**src/rtl/logs_pkg.sv**
```systemverilog
// logs_pkg: shared defaults and command type for the logs_nco scheduler slice
package logs_pkg;
  localparam int LOGS_N = 5;
  localparam int LOGS_V = 4;
  localparam int LOGS_DIV = 16;
  localparam int LOGS_D = 8;
  function automatic int clog2_min1(input int x);
    return (x > 1) ? $clog2(x) : 1;
  endfunction
  typedef struct packed {
    logic [$clog2(LOGS_V)-1:0] voice;
    logic [LOGS_N-2:0] freq;
    logic [LOGS_D-1:0] dur;
  } cmd_t;
endpackage

```
**src/rtl/logs_step_prescaler.sv**
```systemverilog
// logs_step_prescaler: free-running 0..DIV-1 counter with a registered one-cycle step strobe
module logs_step_prescaler
  import logs_pkg::*;
#(
  parameter int DIV = LOGS_DIV
) (
  input  logic clk,
  input  logic rst_n,
  output logic step
);
  localparam int CW = clog2_min1(DIV);
  localparam logic [CW-1:0] LAST = CW'(DIV - 1);
  logic [CW-1:0] count;
  // wrap the count at DIV-1 and strobe step the cycle after the count reaches it
  always_ff @(posedge clk)
    if (!rst_n) begin
      count <= '0;
      step <= 1'b0;
    end else begin
      count <= (count == LAST) ? '0 : count + CW'(1);
      step <= (count == LAST);
    end
endmodule

```
**src/rtl/logs_nco_sched.sv**
```systemverilog
// logs_nco_sched: step tick generator and step-aligned frequency scheduler; LOGS_SCHED_DUR_EN builds note duration counters
module logs_nco_sched
  import logs_pkg::*;
#(
  parameter int N = LOGS_N,
  parameter int V = LOGS_V,
  parameter int DIV = LOGS_DIV,
  parameter int D = LOGS_D
) (
  input  logic                    clk,
  input  logic                    rst_n,
  input  logic                    cmd_valid,
  output logic                    cmd_ready,
  input  logic [clog2_min1(V)-1:0] cmd_voice,
  input  logic [N-2:0]            cmd_freq,
  input  logic [D-1:0]            cmd_dur,
  output logic                    step,
  output logic [V*(N-1)-1:0]      freq_out,
  output logic [V-1:0]            active
);
  localparam int VW = clog2_min1(V);
  localparam int FW = N - 1;
  logic full;
  logic accept;
  logic apply;
  logic [VW-1:0] s_voice;
  logic [FW-1:0] s_freq;
  logs_step_prescaler #(.DIV(DIV)) u_pre (.clk(clk), .rst_n(rst_n), .step(step));
  assign cmd_ready = !full;
  assign accept = cmd_valid && !full;
  assign apply = step && full;
`ifdef LOGS_SCHED_DUR_EN
  logic [D-1:0] s_dur;
  // one-deep pending slot: fill on handshake, drain on the step edge
  always_ff @(posedge clk)
    if (!rst_n) full <= 1'b0;
    else if (accept) begin
      full <= 1'b1;
      s_voice <= cmd_voice;
      s_freq <= cmd_freq;
      s_dur <= cmd_dur;
    end else if (apply) full <= 1'b0;
`else
  logic unused_dur;
  assign unused_dur = ^cmd_dur;
  // one-deep pending slot: fill on handshake, drain on the step edge
  always_ff @(posedge clk)
    if (!rst_n) full <= 1'b0;
    else if (accept) begin
      full <= 1'b1;
      s_voice <= cmd_voice;
      s_freq <= cmd_freq;
    end else if (apply) full <= 1'b0;
`endif
  for (genvar v = 0; v < V; v++) begin : g_voice
    logic [FW-1:0] f_q;
    logic a_q;
    logic hit;
    assign hit = apply && (s_voice == VW'(v));
`ifdef LOGS_SCHED_DUR_EN
    logic [D-1:0] cnt_q;
    logic sus_q;
    logic dec;
    assign dec = step && a_q && !sus_q && (cnt_q != '0);
    // apply takes priority over expiry; timed notes count down one per step and silence at 1->0
    always_ff @(posedge clk)
      if (!rst_n) begin
        f_q <= '0;
        a_q <= 1'b0;
        cnt_q <= '0;
        sus_q <= 1'b0;
      end else if (hit) begin
        f_q <= s_freq;
        a_q <= (s_freq != '0);
        cnt_q <= s_dur;
        sus_q <= (s_dur == '0);
      end else if (dec) begin
        cnt_q <= cnt_q - D'(1);
        if (cnt_q == D'(1)) begin
          f_q <= '0;
          a_q <= 1'b0;
        end
      end
`else
    // every note sustains until overwritten
    always_ff @(posedge clk)
      if (!rst_n) begin
        f_q <= '0;
        a_q <= 1'b0;
      end else if (hit) begin
        f_q <= s_freq;
        a_q <= (s_freq != '0);
      end
`endif
    assign freq_out[v*FW +: FW] = f_q;
    assign active[v] = a_q;
  end
endmodule
```
**config.mk**
```make
export PLATFORM = sky130hd
export DESIGN_NAME = logs_nco_sched
export DESIGN_NICKNAME = d
export VERILOG_FILES = /design/src/rtl/logs_pkg.sv /design/src/rtl/logs_step_prescaler.sv /design/src/rtl/logs_nco_sched.sv
export SDC_FILE = /design/constraint.sdc
export NUM_CORES = 1
export LEC_CHECK = 0
export ABC_AREA = 1
export CAP_MARGIN = 20
export CORE_UTILIZATION = 41
export DETAILED_ROUTE_END_ITERATION = 10
export GPL_TIMING_DRIVEN = 1
export PLACE_DENSITY = 0.74
export SETUP_SLACK_MARGIN = 0.5
export SLEW_MARGIN = 20
export SYNTH_ARGS = -nofsm -noshare
export SYNTH_HDL_FRONTEND = slang
export SYNTH_HIERARCHICAL = 1
export SYNTH_SLANG_ARGS = --single-unit
```
**constraint.sdc**
```tcl
create_clock -name clk -period 1.1 [get_ports clk]
set_input_delay 0.22 -clock clk [delete_from_list [all_inputs] [get_ports clk]]
set_output_delay 0.22 -clock clk [all_outputs]
set_load 0.05 [all_outputs]
```
==> results.json <==
{
  "status": "finished, violations left",
  "violations": "design-rule violations, negative setup slack",
  "routed_wl_um": 3708,
  "fmax_mhz": 812.4,
  "clkLatencyLatePin_ns": 0.35,
  "port_buffers": 30,
  "vias": 1298,
  "io-pin-count": 39,
  "final-setup-viol-count": 28,
  "maxCapViolCount": 0,
  "startpoint_type": "flop",
  "peakVddDrop_mv": 0.8826,
  "grt_max_degree": 11,
  "drtIter0Drc": 60,
  "crit_fanout": 5,
  "crit_type": "reg -> reg",
  "postPlaceCellArea_um2": 1952,
  "total_power_mw": 2.089,
  "critPathCaptureType": "flop",
  "drive_above_1_share_pct": 52.56,
  "vias_per_cell": 5.276,
  "detailed_place_hpwl_um": 2075,
  "coreArea_um2": 2853,
  "route.detailed.drc": 1,
  "grt_pass1_wl_um": 5361,
  "routedWlPerCell_um": 15.07,
  "hold_buffers": 0,
  "fp-row-count": 19,
  "crit_path_frequent_cell": "nor2_1",
  "fillers": 144,
  "ys_types": 18,
  "nNetsFinal": 232,
  "num_antenna_cells": 0,
  "antenna_found_initial": 0,
  "ys_ff_latch": 32,
  "gp_congestion": 0.8030,
  "p_per_area_nw_per_um2": 904.0,
  "stdcell_area_um2": 2311,
  "track_usage_pct": 21.94,
  "hold_class": "in -> reg",
  "final_util_pct": 81.01,
  "clock-root-buffer": "clkbuf_4",
  "hold_viol": 0,
  "cts_sinks": 32,
  "cp_top_family": "flip-flops",
  "synth_largest_area_cell": "dfxtp_1",
  "drtAntennaViolNets": 0,
  "path_buf_inv": 1,
  "cts_buffers": 5,
  "first_pass_iters": 7,
  "area_delta_synth_final_pct": 80.72,
  "power_leakage_nw": 0.8996,
  "fin_crit_sh_pct": 111.9,
  "grt_overflow": 0,
  "synth_fp_nets": 179,
  "path_cells": "buf_6 > nor2_2 > nand2_2 > nor2_1 > nor2_1",
  "worst_pin_slew_ns": 0.3293,
  "finalWorstSetupSlack_ns": -0.1310,
  "post-place-ws_ns": -0.1805,
  "required_ns": 1.35,
  "arrival_ns": 1.48,
  "cts_tree": "yes",
  "fp.dieH_um": 57.85,
  "ys_top_cells_by_area": "dfxtp_1 41%, edfxtp_1 14%, nand2_1 13%",
  "cts.path.max_buffers": 2,
  "synthesis.area_um2": 1279,
  "grt_setup_unrepaired": "true",
  "ys_warn_count": 6,
  "clkTransAtPathRegs_ns": 0.10,
  "fin_skew_ns": 0.006371,
  "die_area_um2": 3346,
  "ff2ff_path_depth": 5,
  "worst-path-stages": 5,
  "syn_area_per_cell_um2": 7.942,
  "slowest_stage": "edfxtp_1",
  "period_needed_ns": 1.231,
  "timing.slew.headroom_pct": 78.05,
  "htree_levels": 2,
  "maxSlewViolCount": 0,
  "holdWs_ns": 0.4207,
  "slowest_delay_ns": 0.54,
  "hold_depth": 1,
  "synth-seq-area-share_pct": 54.79,
  "start_util_pct": 44.82,
  "grt_pass1_vias": 1210,
  "synth_top_area_share_pct": 40.70,
  "syn_inst": 161,
  "die_w_um": 57.85
}
## cells by family (layout without fill, tap and decap cells)
group | Yosys count | after routing | share of synthesized area [%]
AOI/OAI and AO/OA | 7 | 7 | 2.935
xor gates and xnor gates | 1 | 1 | 0.6851
adders and majority gates | 1 | 1 | 0.9783
buffers and inverters | 22 | 75 | 7.827
DFF | 32 | 32 | 54.79
and+or+nand+nor | 98 | 99 | 32.78
## state kept, by name, summed over array words and instances (netlist names)
name / cells
u_pre/step: 1
s_freq: 4
u_pre/count: 4
s_voice: 2
g_voice.a_q: 4
g_voice.f_q: 16
full: 1
## synthesized netlist by cell type
cell type / count
nand3_1: 7
nand2_4: 2
nor2_4: 3
nand4_1: 1
inv_2: 1
nand2_1: 43
nor2_1: 41
xnor2_1: 1
a21oi_1: 5
edfxtp_1: 6
o21ai_0: 1
buf_2: 2
ha_1: 1
inv_1: 15
buf_4: 4
o21bai_1: 1
dfxtp_1: 26
nor2_2: 1
## cells in the final DEF (no fill, tap or decap)
master,synthesis,routed
clkinvlp_4,0,2
nand2_1,43,31
a21oi_2,0,4
xnor2_2,0,1
dlygate4sd2_1,0,1
buf_12,0,22
clkbuf_1,0,1
nand2_4,2,5
nand2_2,0,7
nor2_4,3,6
clkinv_8,0,1
dfxtp_1,26,1
ha_4,0,1
nand3_4,0,1
nand4_1,1,1
clkbuf_4,0,5
edfxtp_1,6,6
inv_1,15,12
buf_4,4,9
a21oi_1,5,1
nand3_1,7,2
dfxtp_4,0,20
clkinv_1,0,1
inv_2,1,2
nor2_1,41,36
nor2_2,1,4
dfxtp_2,0,5
clkdlybuf4s50_1,0,7
nand3_2,0,4
o21bai_1,1,1
buf_2,2,2
o21ai_1,0,1
nand2_8,0,2
buf_6,0,10
## layout make-up
cell class | instances | area [µm²] | share of cell area [%]
clock inverters | 2 | 11.26 | 0.4873
clock buffers | 6 | 41.29 | 1.787
inverters | 16 | 76.32 | 3.303
multi-input cells | 108 | 651.9 | 28.21
repair buffers | 51 | 709.4 | 30.70
flip-flops and latches | 32 | 782.0 | 33.84
well taps | 31 | 38.79 | 1.678
## through the flow
stage | setup TNS, ns | cells
3_3_place_gp | -2.001 | 220
3_5_place_dp | -2.485 | 220
4_1_cts | -0.9005 | 242
6_report | -2.074 | 246
2_1_floorplan | 0 | 161
5_1_grt | -3.651 | 246
## power breakdown
part	leakage [nW]	internal, mW	total, mW	switching (mW)
logic	0.590	0.111	0.225	0.114
registers	0.284	1.17	1.20	0.0276
clock network	0.0259	0.243	0.663	0.421
## what timing repair did
action	in CTS	in global routing
buffers inserted	11	4
gates cloned	3	0
pin swaps	17	12
resized for setup	29	20
endpoints found under the setup margin	54	54
## worst register-to-register path: cells and delay by family (launching register included)
kind | cells | cell delay [ns]
DFF | 1 | 0.54
and+or+nand+nor | 4 | 0.42
buffers and inverters | 1 | 0.18
## worst paths after layout
check,startpoint,slack [ns],endpoint
setup / recovery,s_voice[0]$_DFFE_PP_,-0.13,g_voice[2].a_q$_SDFFE_PN0P_
hold / removal,cmd_freq[2],0.42,s_freq[2]$_DFFE_PP_
setup reg to reg,s_voice[0]$_DFFE_PP_,-0.13,g_voice[2].a_q$_SDFFE_PN0P_
hold reg to reg,g_voice[3].f_q[3]$_SDFFE_PN0P_,0.52,g_voice[3].f_q[3]$_SDFFE_PN0P_
## routing by layer
metal / vias to the layer above / global-route usage [%] / share of wire, %
met3: 18 / 6.027 / 6.5
met2: 63 / 42.04 / 52
met4: 0 / 8.844 / 3.9
li1: 599 / - / -
met5: - / 0 / 0
met1: 618 / 22.11 / 37
Note: power is estimated with default switching activity, not from simulation.
